**config.mk**
```make
export PLATFORM = sky130hd
export DESIGN_NAME = seg_scan_controller
export DESIGN_NICKNAME = d
export VERILOG_FILES = /design/src/rtl/seg_pkg.sv /design/src/rtl/seg_slot_timer.sv /design/src/rtl/seg_scan_controller.sv
export SDC_FILE = /design/constraint.sdc
export NUM_CORES = 1
export LEC_CHECK = 0
export BUFFER_PORTS_ARGS = -buffer_cell sky130_fd_sc_hd__buf_2
export CAP_MARGIN = 15
export CORE_ASPECT_RATIO = 1.25
export CORE_MARGIN = 2
export CORE_UTILIZATION = 50
export CTS_CLUSTER_SIZE = 14
export DETAILED_ROUTE_END_ITERATION = 8
export PLACE_DENSITY = 0.75
export SYNTH_ARGS = -nofsm -noshare
export SYNTH_HDL_FRONTEND = slang
export SYNTH_HIERARCHICAL = 1
export SYNTH_SLANG_ARGS = --single-unit
```
**constraint.sdc**
```tcl
create_clock -name clk -period 2.03 [get_ports clk]
set_input_delay 0.203 -clock clk [delete_from_list [all_inputs] [get_ports clk]]
set_output_delay 0.203 -clock clk [all_outputs]
set_load 0.01 [all_outputs]
```
**src/rtl/seg_pkg.sv**
```systemverilog
// Shared constants, slot state encoding and sizing helper for the 7-segment scan controller.
package seg_pkg;

  localparam logic [6:0] SEG_OFF    = 7'b0000000;
  localparam logic [3:0] BLANK_CODE = 4'hF;

  typedef enum logic {
    ST_BLANK,
    ST_SHOW
  } slot_state_e;

  // Counter width able to hold 0..n-1, never narrower than one bit.
  function automatic int cnt_width(input int n);
    return (n > 2) ? $clog2(n) : 1;
  endfunction

endpackage

```
**src/rtl/seg_slot_timer.sv**
```systemverilog
// Per-digit slot timer: BLANK for BLANK_CYCLES cycles, then SHOW until CLK_DIV-1.
// BLANK_CYCLES is expected to be at least 1 so the decoder gets a settle cycle.
module seg_slot_timer
  import seg_pkg::*;
#(
  parameter int CLK_DIV      = 50000,
  parameter int BLANK_CYCLES = 16
) (
  input  logic clk,
  input  logic rst_n,
  output logic slot_start,
  output logic show,
  output logic show_next,
  output logic slot_end
);

  localparam int CW = cnt_width(CLK_DIV);
  localparam logic [CW-1:0] CNT_LAST   = CW'(CLK_DIV - 1);
  localparam logic [CW-1:0] BLANK_LAST = CW'(BLANK_CYCLES - 1);

  slot_state_e     state, state_nxt;
  logic [CW-1:0]   cnt, cnt_nxt;

  // NOTE: non-blocking assignments so every register samples pre-edge values,
  // independent of the order in which always_ff blocks are evaluated.
  always_ff @(posedge clk or negedge rst_n) begin
    if (!rst_n) begin
      state <= ST_BLANK;
      cnt   <= '0;
    end else begin
      state <= state_nxt;
      cnt   <= cnt_nxt;
    end
  end

  // NOTE: every output of this block gets a default first, so no path can
  // leave a variable unassigned and infer a latch.
  always_comb begin
    state_nxt = state;
    cnt_nxt   = (cnt == CNT_LAST) ? '0 : cnt + CW'(1);
    unique case (state)
      ST_BLANK: if (cnt == BLANK_LAST) state_nxt = ST_SHOW;
      ST_SHOW:  if (cnt == CNT_LAST)   state_nxt = ST_BLANK;
      default:  state_nxt = ST_BLANK;
    endcase
  end

  assign slot_start = (state == ST_BLANK) && (cnt == '0);
  assign show       = (state == ST_SHOW);
  assign show_next  = (state_nxt == ST_SHOW);
  assign slot_end   = show && (cnt == CNT_LAST);

endmodule

```
**src/rtl/seg_scan_controller.sv**
```systemverilog
// Time-multiplexed BCD scan of NUM_DIGITS common-cathode digits through one external
// decoder, with double-buffered frames, leading-zero blanking and anti-ghost guard.
module seg_scan_controller
  import seg_pkg::*;
#(
  parameter int NUM_DIGITS   = 4,
  parameter int CLK_DIV      = 50000,
  parameter int BLANK_CYCLES = 16
) (
  input  logic                    clk,
  input  logic                    rst_n,
  input  logic                    load_valid,
  output logic                    load_ready,
  input  logic [4*NUM_DIGITS-1:0] load_bcd,
  input  logic                    blank_lz,
  output logic [3:0]              dec_bcd,
  input  logic [6:0]              dec_seg,
  output logic [6:0]              seg_out,
  output logic [NUM_DIGITS-1:0]   digit_en,
  output logic                    frame_done
);

  localparam int FW = 4 * NUM_DIGITS;
  localparam int IW = cnt_width(NUM_DIGITS);
  localparam logic [IW-1:0] IDX_LAST = IW'(NUM_DIGITS - 1);

  logic                  slot_start, show, show_next, slot_end;
  logic [IW-1:0]         idx;
  logic [FW-1:0]         active_bcd, pend_bcd;
  logic                  pend_valid;
  logic [NUM_DIGITS-1:0] lz_mask;
  logic                  all_zero;
  logic [3:0]            cur_nibble, slot_code;

  seg_slot_timer #(
    .CLK_DIV      (CLK_DIV),
    .BLANK_CYCLES (BLANK_CYCLES)
  ) u_timer (
    .clk        (clk),
    .rst_n      (rst_n),
    .slot_start (slot_start),
    .show       (show),
    .show_next  (show_next),
    .slot_end   (slot_end)
  );

  assign load_ready = !pend_valid;
  assign frame_done = slot_end && (idx == IDX_LAST);
  assign seg_out    = show ? dec_seg : SEG_OFF;

  // Digit i is a leading zero when it and every more significant digit are 0.
  always_comb begin
    lz_mask  = '0;
    all_zero = 1'b1;
    for (int i = NUM_DIGITS - 1; i > 0; i--) begin
      all_zero   = all_zero && (active_bcd[4*i +: 4] == 4'h0);
      lz_mask[i] = all_zero;
    end
  end

  always_comb begin
    cur_nibble = active_bcd[4*idx +: 4];
    slot_code  = (blank_lz && lz_mask[idx]) ? BLANK_CODE : cur_nibble;
  end

  // dec_bcd is loaded on the first BLANK cycle so the decoder settles before SHOW;
  // digit_en follows the timer's next state so it is registered yet aligned with show.
  always_ff @(posedge clk or negedge rst_n) begin
    if (!rst_n) begin
      idx      <= '0;
      dec_bcd  <= BLANK_CODE;
      digit_en <= '0;
    end else begin
      if (slot_end)   idx     <= (idx == IDX_LAST) ? '0 : idx + IW'(1);
      if (slot_start) dec_bcd <= slot_code;
      digit_en <= show_next ? (NUM_DIGITS'(1) << idx) : '0;
    end
  end

  // Active only changes at the frame boundary, so a frame is never shown torn.
  // NOTE: pend_bcd is reset even though pend_valid alone qualifies it, keeping
  // the datapath free of X after reset at the cost of a few reset connections.
  always_ff @(posedge clk or negedge rst_n) begin
    if (!rst_n) begin
      active_bcd <= '0;
      pend_bcd   <= '0;
      pend_valid <= 1'b0;
    end else if (frame_done && pend_valid) begin
      active_bcd <= pend_bcd;
      pend_valid <= 1'b0;
    end else if (load_valid && load_ready) begin
      pend_bcd   <= load_bcd;
      pend_valid <= 1'b1;
    end
  end

endmodule
```
**Word level (Yosys, flattened, before mapping)**

Index checks and enable logic that the tools add are counted.

- Word-level logic and storage cells: 45
- Register bits after elaboration: 60
- Bits of input ports: 27
- Memories kept: 0
- Output and inout bits: 17
- Latch bits: 0
- Memory bits (read-only): 0
- RAM bits: 0

- Divide/modulo/power cells: 0
- Equality and inequality tests: 3
- Mux-type cells: 12
- Magnitude comparators: 1
- Bitwise logic cells: 2
- $mul: 0
- Reduce and logical (&&, ||, !) cells: 15
- Shift-type cells: 2
- Add/subtract/negate cells: 2

Operators with widths:

| operator | number |
|---|---|
| 16-bit by 1-bit adder with 16-bit output, second input constant | 1 |
| 16-bit == test, second input constant | 1 |
| 16-bit by 4-bit == test with 1-bit output, second input constant | 1 |
| 16-bit logical NOT | 1 |
| 16-bit two-way mux | 1 |
| 16-bit by 5-bit indexed part select with 4-bit output | 1 |
| 4-bit logical NOT | 3 |
| 1-bit logical AND | 8 |
| 4-bit two-way mux | 2 |
| 7-bit two-way mux | 1 |
| 1-bit two-way mux | 5 |
| 1-bit by 2-bit left shift with 4-bit output, first input constant | 1 |
| 2-bit by 3-bit < comparator with 1-bit output, second input constant | 1 |
| 2-bit by 1-bit adder with 2-bit output, second input constant | 1 |
| 1-bit binary-select mux with 2-bit select | 1 |
| 2-bit == test, second input constant | 1 |
| 2-bit two-way mux | 1 |
| 1-bit inverter | 2 |
| 1-bit one-hot mux with 2 select lines | 1 |
| 2-bit AND reduction | 1 |
| 2-bit nonzero test | 1 |
| 1-bit logical NOT | 1 |

**Longest topological paths before layout**

Gate-level depths: netlist of run 1.

- Word-level depth: 7
- Depth in mapped cells: 7
- Depth with buffers taken out: 6

**Modules after synthesis**

The synthesis of run 1 kept the hierarchy.

Modules (own cells, without submodules):

| module | area an instance (µm²) | cells an instance | sequential area each (µm²) | instances |
|---|---|---|---|---|
| seg_scan_controller | 1848.0 | 126 | 1081.0 | 1 |
| seg_slot_timer | 844.6 | 83 | 425.4 | 1 |

**Worst setup path before layout of run 1**

Ideal clock, no wire load.

- Path kind: flip-flop to flip-flop
- Start: register u_timer.cnt[4]
- End: register active_bcd[0]
- Cell stages (with the launch flop): 8
- Required time: 1905 ps
- Arrival: 2123 ps
- Library setup time: 125 ps
- Clock period less this slack: 2247 ps
- Setup slack: -217 ps
- Buffers on the path: 1
- Path through: dfrtp_1 nor4_1 nand2_2 nor4_1 and2_1 nand2_2 buf_6 mux2_2

- Cells in the longest elaborated chain, start to end: 4

RTL lines:

| item | RTL line | source |
|---|---|---|
| from (decl) | seg_slot_timer.sv:22 | `logic [CW-1:0] cnt, cnt_nxt;` |
| from (signal assigned) | seg_slot_timer.sv:32 | `cnt <= cnt_nxt;` |
| 16-bit == test | seg_slot_timer.sv:51 | `assign slot_end = show && (cnt == CNT_LAST);` |
| 1-bit logical AND | seg_slot_timer.sv:51 |  |
| via slot_end | seg_scan_controller.sv:27 | `logic slot_start, show, show_next, slot_end;` |
| 1-bit logical AND | seg_scan_controller.sv:48 | `assign frame_done = slot_end && (idx == IDX_LAST);` |
| via frame_done | seg_scan_controller.sv:20 | `output logic frame_done` |
| 1-bit logical AND | seg_scan_controller.sv:88 | `end else if (frame_done && pend_valid) begin` |
| to (signal assigned) | seg_scan_controller.sv:89 | `active_bcd <= pend_bcd;` |
| to (decl) | seg_scan_controller.sv:29 | `logic [FW-1:0] active_bcd, pend_bcd;` |

The timed path passes the listed nets, and every way through them passes these cells.
A chain may end at the register's enable or synchronous reset.

**Worst setup path after layout of run 1**

- Start: register u_timer.cnt[8]
- End: register dec_bcd[1]

- Cells in the longest elaborated chain, start to end: 2

RTL lines:

| item | RTL line | source |
|---|---|---|
| 16-bit logical NOT | seg_slot_timer.sv:48 | `assign slot_start = (state == ST_BLANK) && (cnt == '0);` |
| 1-bit logical AND | seg_slot_timer.sv:48 |  |
| via slot_start | seg_scan_controller.sv:27 |  |
| to (signal assigned) | seg_scan_controller.sv:75 | `if (slot_start) dec_bcd <= slot_code;` |
| to (decl) | seg_scan_controller.sv:16 | `output logic [3:0] dec_bcd,` |

The timed path passes the listed nets, and every way through them passes these cells.

==> qor.csv, run 1 <==
stage;metric;value;unit
status;outcome;complete, but fails checks;
status;violations;negative setup slack;
detailed_routing;post_drt_via_cell_ratio;5.33;
detailed_routing;routed_wirelength;5260;um
floorplan;start_util;52.3;%
timing;fmax;485;MHz
synthesis;synth_top_area_share;52.0;%
timing;fin_crit_sh;102;%
clock_tree;clk_pin_slew;0.06;ns
floorplan;pin_count;44;
setup_path;slowest_delay;0.54;ns
cells_and_area;syn_to_final_growth;28.4;%
grt;antenna_found_initial;0;
cells_and_area;post_route_cells_drive_above_1_share;48.1;%
timing;slew_viol_final;0;
timing;rsz0062_at_grt;true;
setup_path;critPathMaxFanout;8;
detailed_routing;first_pass_iters;4;
placement;dp_hpwl;3720;um
floorplan;die_x;69.6;um
setup_path;r2r_slack;-0.03;ns
clock_tree;clockRootBuffer;clkbuf_8;
cells_and_area;nets;319;
cells_and_area;multi_input_area;1170;um^2
floorplan;core;5150;um^2
power_and_ir_drop;leakagePower;1.66;nW
timing;finalWorstSetupSlack;-0.0337;ns
setup_path;crit_family;simple AND/OR/NAND/NOR gates;
detailed_routing;routedWlPerCell;14.9;um
setup_path;cp.arrival;2.33;ns
setup_path;worstPathCellList;or4_4 -> or4_4 -> nor4b_4 -> buf_4 -> nand2b_1 -> o22a_1;
synthesis;synth.yosys.seq_area_share;55.9;%
cells_and_area;n_antenna_cell;0;
detailed_routing;drtIter0Drc;115;
placement;globalplace.congestion;0.848;
synthesis;synth_cells;209;
timing;whs;0.0790;ns
grt;grt_max_degree;26;
setup_path;worst_setup_path_end_kind;register;
floorplan;fp.dieH;86.0;um
clock_tree;numCtsBuffers;9;
placement;post_dp_cell_area;3170;um^2
setup_path;path_class;reg2reg;
grt;grt_pass1_wl;8960;um
cells_and_area;seq_area;1510;um^2
setup_path;cpMostUsedCell;or4_4;
clock_tree;cts_sinks;60;
detailed_routing;antenna_left;0;
placement;io_buffers;43;
synthesis;synth-seq-cells;60;
clock_tree;h-tree-depth;3;
hold_path;hold_class;in2reg;
detailed_routing;vias;1881;
clock_tree;clk_path_buf_depth;2;
synthesis;ys.warnings.count;6;
placement;placed_cells;333;
grt;track_usage;19.7;%
synthesis;yosys.area.top_type;dfrtp_1;
synthesis;ys_types;33;
flow_run;drv_cap;0;
synthesis;syn_nets;242;
power_and_ir_drop;power.density;753;nW/um^2
cells_and_area;postLayoutCellArea;3460;um^2
timing;setup_viol;4;
timing;hold_viol_final;0;
grt;grt_pass1_vias;1937;
setup_path;critical-path-slowest-cell;or4_4;
synthesis;synthesis.area;2690;um^2
clock_tree;cts_tree;done;
timing;min_period;2.06;ns
synthesis;avgSynthCellArea;12.9;um^2
setup_path;path_buf_inv;1;
cells_and_area;finalNonFillerCells;353;
timing;fin_tns_setup;-0.106;ns
setup_path;start_kind;register;
timing;maxSlewHeadroom;68.2;%
floorplan;die_area;5990;um^2
grt;grt_overflow_total;0;
synthesis;yosys-top-cells-area;dfrtp_1, mux2_2, dfstp_2;
setup_path;cp.required;2.30;ns
floorplan;row_count;29;
power_and_ir_drop;irDropWorstVdd;0.531;mV
timing;worst_pin_slew;0.477;ns
cells_and_area;nFillCells;387;
timing;skew;0.00767;ns
clock_tree;clkLatencyLatePin;0.34;ns
detailed_routing;drc_errors;0;
## placed cells by master, fill, tap and decap left out, types with 4 or more instances in the layout
cell type / n
mux4_2: 4
clkbuf_8: 12
nand3_1: 6
mux2_2: 32
nand2b_1: 4
nor2_1: 11
o22a_1: 4
nand2_1: 7
xnor2_1: 8
ha_1: 6
inv_1: 7
nor3_1: 5
nand4_1: 6
xor2_1: 6
dfrtp_1: 56
nor4_1: 5
and2_1: 11
buf_2: 42
buf_4: 27
dfstp_2: 4
## worst register-to-register path, stage by stage, from the launching register on
cell and delay [ns]:
dfrtp_1 0.39, or4_4 0.54, or4_4 0.45, nor4b_4 0.22, buf_4 0.18, nand2b_1 0.06, o22a_1 0.16
## state kept, by name (all words and copies together) (netlist names)
name and count:
u_timer/cnt 16, u_timer/show 1, dec_bcd 4, pend_bcd 16, active_bcd 16, digit_en 4, pend_valid 1, idx 2
## layer usage
metal | track usage [%] | up-vias | part of all wire (%)
met3 | 4.82 | 9 | 4.0
met5 | 0 | - | 0
li1 | - | 894 | -
met2 | 34.7 | 46 | 52
met4 | 11.0 | 0 | 2.1
met1 | 21.7 | 932 | 42
## logic make-up (layout without fill, tap and decap cells)
family	after synthesis	after routing	share of synthesized area [%]
and+or+nand+nor	70	70	15.0
buffers and inverters	13	95	2.46
xor gates and xnor gates	14	14	4.55
adders and majority gates	6	6	2.79
muxes	36	36	16.7
DFF	60	60	55.9
AOI/OAI and AO/OA	10	10	2.56
## cell type report
class                   count  share of cell area [%]
clock inverters             4                    2.03
multi-input cells         136                    33.8
repair buffers             72                    12.9
flip-flops and latches     60                    43.6
well taps                  62                    2.24
clock buffers              12                    4.78
inverters                   7                   0.760
## metrics by stage
stage	setup slack, ns	utilization [%]	total power [mW]
after floorplan	-0.0153	-	1.32
after global placement	-0.0313	61.4	1.38
after detailed placement	-0.0647	61.4	1.39
after CTS	-0.00281	66.7	2.63
after global routing	-0.125	67.1	2.71
final	-0.0337	67.1	2.60
## worst paths after layout
check,startpoint,to,cells past startpoint
setup / recovery,u_timer/cnt[8],dec_bcd[1],6
hold / removal,load_valid,pend_valid,2
setup reg to reg,u_timer/cnt[8],dec_bcd[1],6
hold reg to reg,pend_bcd[14],pend_bcd[14],1
max in group asynchronous,rst_n,active_bcd[11],3
min in group asynchronous,rst_n,u_timer/cnt[2],2
## timing repair
action | CTS | global route
pin swaps | 1 | 0
hold endpoints to repair | 16 | 0
gates resized for setup | 1 | 4
setup endpoints to repair | 21 | 9
buffers inserted | 3 | 0
hold buffers | 1 | 0
## cells in the mapped netlist
| cell type | n |
|---|---|
| dfrtp_1 | 56 |
| mux2_2 | 32 |
| and2_1 | 12 |
| nor2_1 | 11 |
| xnor2_1 | 8 |
| inv_1 | 7 |
| nand2_1 | 7 |
| nor4_1 | 7 |
| ha_1 | 6 |
| nand3_1 | 6 |
| nand4_1 | 6 |
| xor2_1 | 6 |
| nor3_1 | 5 |
| dfstp_2 | 4 |
| mux4_2 | 4 |
| nand2b_1 | 4 |
| o22a_1 | 4 |
| a21oi_1 | 2 |
| buf_2 | 2 |
| buf_6 | 2 |
| clkbuf_1 | 2 |
| nand2_2 | 2 |
| nor2b_1 | 2 |
| nor3_2 | 2 |
| o21ai_0 | 2 |
| and3_1 | 1 |
| and3_2 | 1 |
| nor4b_2 | 1 |
| o21a_1 | 1 |
| o22ai_1 | 1 |
| or2_2 | 1 |
| or4_1 | 1 |
| or4_4 | 1 |
## power breakdown
| part | switching (mW) | total (mW) | leakage, nW | internal (mW) |
|---|---|---|---|---|
| sequential | 0.0220 | 1.26 | 0.763 | 1.24 |
| combinational | 0.0443 | 0.104 | 0.776 | 0.0593 |
| clock | 0.454 | 1.24 | 0.122 | 0.787 |
| total | 0.521 | 2.60 | 1.66 | 2.08 |
(Power assumes the default switching activity.)
==> run 2: changes to the inputs <==
--- a/config.mk
+++ b/config.mk
@@ -13,6 +13,7 @@
 export CTS_CLUSTER_SIZE = 14
 export DETAILED_ROUTE_END_ITERATION = 8
 export PLACE_DENSITY = 0.75
+export SETUP_SLACK_MARGIN = 0.3
 export SYNTH_ARGS = -nofsm -noshare
 export SYNTH_HDL_FRONTEND = slang
 export SYNTH_HIERARCHICAL = 1
==> qor.csv, run 2 (synthesis gave the netlist of run 1 again) <==
stage;metric;value;unit
grt;grt_pass1_wl;9500;um
grt;grt_pass1_vias;2052;
setup_path;worst_setup_path_end_kind;register;
detailed_routing;routedWlPerCell;16.0;um
setup_path;path_buf_inv;1;
detailed_routing;first_pass_iters;4;
grt;grt_max_degree;29;
floorplan;fp.dieH;86.0;um
clock_tree;clockRootBuffer;clkbuf_8;
timing;min_period;2.07;ns
detailed_routing;post_drt_via_cell_ratio;5.28;
timing;hold_viol_final;0;
timing;skew;0.00714;ns
placement;globalplace.congestion;0.808;
setup_path;crit_family;simple AND/OR/NAND/NOR gates;
power_and_ir_drop;power.density;691;nW/um^2
setup_path;cp.arrival;2.33;ns
clock_tree;cts_sinks;60;
detailed_routing;vias;1894;
timing;fin_crit_sh;102;%
grt;track_usage;20.8;%
detailed_routing;drtIter0Drc;125;
timing;rsz0062_at_grt;true;
cells_and_area;postLayoutCellArea;3640;um^2
power_and_ir_drop;irDropWorstVdd;0.560;mV
clock_tree;clkLatencyLatePin;0.34;ns
timing;worst_pin_slew;0.627;ns
flow_run;drv_cap;0;
clock_tree;numCtsBuffers;9;
timing;setup_viol;6;
placement;io_buffers;43;
setup_path;critical-path-slowest-cell;or4_1;
setup_path;start_kind;register;
cells_and_area;reg_top3;active_bcd: 16 flops, pend_bcd: 16 flops, u_timer/cnt: 16 flops;
grt;antenna_found_initial;0;
floorplan;pin_count;44;
detailed_routing;routed.top_layer;met4;
cells_and_area;nets;325;
status;violations;negative setup slack;
setup_path;slowest_delay;0.52;ns
cells_and_area;final_common_cell;dfrtp_1;
hold_path;hold_class;in2reg;
clock_tree;clk_pin_slew;0.07;ns
grt;grt_overflow_total;0;
detailed_routing;routed_wirelength;5750;um
setup_path;path_class;reg2reg;
clock_tree;cts_tree;done;
detailed_routing;met2_length;3100;um
cells_and_area;post_route_cells_drive_above_1_share;50.2;%
power_and_ir_drop;total_power;2.51;mW
placement;dp_hpwl;3800;um
cells_and_area;seq_area;1510;um^2
power_and_ir_drop;leakagePower;1.75;nW
detailed_routing;met1Wirelength;2360;um
detailed_routing;antenna_left;0;
cells_and_area;syn_to_final_growth;35.1;%
detailed_routing;dr_wl_met3;219;um
setup_path;critPathMaxFanout;8;
placement;post_dp_cell_area;3170;um^2
timing;finalWorstSetupSlack;-0.0357;ns
setup_path;worstPathCellList;or4_1 -> or4_4 -> nor4b_4 -> buf_6 -> nand2b_1 -> o22a_1;
floorplan;row_count;29;
cells_and_area;multi_input_area;1300;um^2
floorplan;die_area;5990;um^2
cells_and_area;n_antenna_cell;0;
detailed_routing;drc_errors;0;
cells_and_area;layout_common_cells;dfrtp_1, buf_2, buf_4, mux2_2, mux2_4;
setup_path;cp.required;2.29;ns
timing;fmax;484;MHz
timing;maxSlewHeadroom;58.2;%
clock_tree;clk_path_buf_depth;2;
status;outcome;complete, but fails checks;
cells_and_area;nFillCells;374;
clock_tree;h-tree-depth;3;
timing;fin_tns_setup;-0.108;ns
floorplan;core;5150;um^2
floorplan;die_x;69.6;um
floorplan;start_util;52.3;%
timing;slew_viol_final;0;
-- run 2: final cells by class --
| class | instances | area share [%] |
|---|---|---|
| Sequential cell | 60 | 41.4 |
| Inverter | 7 | 0.722 |
| Multi-Input combinational cell | 138 | 35.8 |
| Clock inverter | 1 | 0.826 |
| Tap cell | 62 | 2.13 |
| Timing Repair Buffer | 76 | 14.0 |
| Clock buffer | 15 | 5.13 |
-- run 2: worst paths after layout --
path | startpoint | to | slack (ns) | cells after the start
setup / recovery | u_timer/cnt[8] | dec_bcd[0] | -0.04 | 6
hold / removal | load_bcd[1] | pend_bcd[1] | 0.09 | 2
setup reg to reg | u_timer/cnt[8] | dec_bcd[0] | -0.04 | 6
hold reg to reg | pend_bcd[11] | active_bcd[11] | 0.50 | 1
max in group asynchronous | rst_n | dec_bcd[0] | 1.05 | 3
min in group asynchronous | rst_n | u_timer/cnt[14] | 0.34 | 2
-- run 2: per-layer routing --
layer  track usage, %  vias up
met5                0        -
met3             6.46        6
met4             8.39        0
li1                 -      901
met2             36.4       44
met1             23.7      943
-- run 2: worst register-to-register path: cells and delay by family (launching register included) --
| family | cells | cell delay (ns) |
|---|---|---|
| AO/OA/AOI/OAI | 1 | 0.17 |
| buffers and inverters | 1 | 0.16 |
| AND/OR/NAND/NOR | 4 | 1.27 |
| flip-flops | 1 | 0.38 |
-- run 2: stage by stage --
step,hold WS (ns),utilization (%),worst slack (ns),instances
finish,0.0936,70.6,-0.0357,359
global route,0.0779,70.6,-0.135,359
CTS,0.0779,69.0,-0.0209,354
detailed placement,0.160,61.5,-0.00980,331
global placement,0.154,61.5,0.0513,331
floorplan,-0.0926,-,-0.0153,209
-- run 2: power breakdown --
part | internal (mW) | switching, mW | leakage (nW) | total [mW]
clock | 0.703 | 0.441 | 0.110 | 1.14
combinational | 0.0630 | 0.0461 | 0.882 | 0.109
sequential | 1.24 | 0.0221 | 0.763 | 1.26
total | 2.00 | 0.509 | 1.75 | 2.51
-- run 2: timing repair --
item,in CTS,in global routing
gates resized for setup,23,10
buffers inserted,4,5
gates cloned,2,0
endpoints found under the setup margin,27,38
hold endpoints to repair,15,0
hold buffers,1,0
pin swaps,5,1
==> run 3: changes to the inputs <==
--- a/config.mk
+++ b/config.mk
@@ -12,7 +12,9 @@
 export CORE_UTILIZATION = 50
 export CTS_CLUSTER_SIZE = 14
 export DETAILED_ROUTE_END_ITERATION = 8
+export MAX_ROUTING_LAYER = met4
 export PLACE_DENSITY = 0.75
+export REMOVE_ABC_BUFFERS = 1
 export SETUP_SLACK_MARGIN = 0.3
 export SYNTH_ARGS = -nofsm -noshare
 export SYNTH_HDL_FRONTEND = slang
==> qor.csv, run 3 (synthesis gave the netlist of run 1 again) <==
stage;metric;value;unit
cells_and_area;nets;325;
clock_tree;clkLatencyLatePin;0.33;ns
detailed_routing;antenna_left;0;
grt;grt_pass1_vias;2080;
detailed_routing;post_drt_via_cell_ratio;5.33;
clock_tree;numCtsBuffers;9;
grt;grt_pass1_wl;9760;um
floorplan;start_util;52.3;%
cells_and_area;reg_top3;active_bcd: 16 flops, pend_bcd: 16 flops, u_timer/cnt: 16 flops;
timing;skew;0.00643;ns
setup_path;path_class;reg2reg;
floorplan;die_area;5990;um^2
timing;fin_crit_sh;102;%
flow_run;drv_cap;0;
setup_path;slowest_delay;0.54;ns
setup_path;crit_start;u_timer/cnt[8];
grt;grt_max_degree;61;
timing;fin_tns_setup;-0.106;ns
detailed_routing;routed_wirelength;5700;um
clock_tree;clk_path_buf_depth;2;
status;outcome;complete, but fails checks;
setup_path;cp.required;2.30;ns
floorplan;die_x;69.6;um
timing;fmax;483;MHz
placement;dp_hpwl;3370;um
cells_and_area;postLayoutCellArea;3700;um^2
hold_path;hold_class;in2reg;
clock_tree;clk_pin_slew;0.07;ns
placement;post_dp_cell_area;3170;um^2
grt;track_usage;21.6;%
power_and_ir_drop;irDropWorstVdd;0.630;mV
cells_and_area;layout_common_cells;dfrtp_1, buf_2, buf_4, mux2_4, mux2_2;
detailed_routing;drc_errors;0;
placement;io_buffers;43;
clock_tree;clockRootBuffer;clkbuf_8;
setup_path;cpMostUsedCell;or4_4;
detailed_routing;drtIter0Drc;146;
hold_path;worstHoldStart;load_valid;
timing;maxSlewHeadroom;76.2;%
grt;antenna_found_initial;0;
clock_tree;cts_tree;done;
floorplan;core;5150;um^2
power_and_ir_drop;power.density;707;nW/um^2
cells_and_area;utilization;71.7;%
setup_path;reg2reg_from;u_timer/cnt[8];
timing;setup_viol;4;
placement;pre_cts_slack;-0.0869;ns
floorplan;fp.dieH;86.0;um
power_and_ir_drop;leakagePower;1.80;nW
status;violations;negative setup slack;
detailed_routing;vias;1914;
timing;slew_viol_final;0;
cells_and_area;finalNonFillerCells;359;
cells_and_area;nFillCells;348;
floorplan;row_count;29;
clock_tree;cts_sinks;60;
placement;globalplace.congestion;0.910;
timing;finalWorstSetupSlack;-0.0397;ns
timing;whs;0.0785;ns
floorplan;pin_count;44;
setup_path;critPathMaxFanout;8;
placement;placed_cells;334;
cells_and_area;final_common_cell;dfrtp_1;
timing;hold_viol_final;0;
timing;rsz0062_at_grt;true;
clock_tree;h-tree-depth;3;
setup_path;cp.arrival;2.34;ns
setup_path;critical-path-slowest-cell;or4_4;
timing;worst_pin_slew;0.358;ns
cells_and_area;n_antenna_cell;0;
detailed_routing;first_pass_iters;4;
detailed_routing;routedWlPerCell;15.9;um
setup_path;start_kind;register;
setup_path;worst_setup_path_end_kind;register;
timing;min_period;2.07;ns
grt;grt_overflow_total;0;
setup_path;worstPathCellList;or4_4 -> or4_4 -> nor4b_4 -> buf_6 -> nand2b_1 -> o22a_1;
cells_and_area;post_route_cells_drive_above_1_share;50.8;%
cells_and_area;syn_to_final_growth;37.3;%
power_and_ir_drop;total_power;2.61;mW
-- run 3: cell count changes in the layout (fill, tap and decap cells not counted), sizes merged --
| cell | before | now |
|---|---|---|
| buf | 75 | 77 |
| bufinv | 1 | 2 |
| clkbuf | 15 | 12 |
| clkinv | 0 | 2 |
| nand2 | 11 | 9 |
-- run 3: repair_timing --
action,in CTS,in global routing
endpoints found under the setup margin,27,37
setup buffers,3,3
gates cloned,2,0
hold endpoints to repair,56,0
hold buffers,1,0
gates resized for setup,33,8
pin swaps,7,0
-- run 3: worst max-delay path, delay by kind of cell, from the launching register on --
| family | cells | cell delay (ns) |
|---|---|---|
| simple gates | 4 | 1.31 |
| buf+inv | 1 | 0.16 |
| flops | 1 | 0.38 |
| compound gates | 1 | 0.16 |
-- run 3: where the power goes --
part           internal [mW]  switching, mW  total (mW)
Combinational         0.0621         0.0457       0.108
Sequential              1.24         0.0228        1.26
Clock                  0.787          0.459        1.25
Total                   2.09          0.527        2.61
-- run 3: area by class of cell --
class / instances / area, um^2 / share of cell area, %
Clock inverter: 4 / 70.1 / 1.90
Sequential cell: 60 / 1510 / 40.8
Tap cell: 62 / 77.6 / 2.10
Timing Repair Buffer: 78 / 563 / 15.2
Inverter: 7 / 26.3 / 0.711
Multi-Input combinational cell: 136 / 1290 / 34.8
Clock buffer: 12 / 165 / 4.47
-- run 3: path summary, 6_finish.rpt --
| path | to | slack [ns] | cells past startpoint |
|---|---|---|---|
| setup / recovery | dec_bcd[2] | -0.04 | 6 |
| hold / removal | pend_valid | 0.08 | 2 |
| setup reg to reg | dec_bcd[2] | -0.04 | 6 |
| hold reg to reg | active_bcd[14] | 0.51 | 1 |
| max in group asynchronous | dec_bcd[1] | 1.31 | 3 |
| min in group asynchronous | digit_en[2] | 0.38 | 3 |
-- run 3: per-layer routing --
metal  vias up  share of wire (%)  track usage (%)
met2        52                 52             35.8
met4         0                1.9             8.92
met5         -                  0                -
met3        13                4.7             5.64
met1       948                 41             25.2
li1        901                  -                -
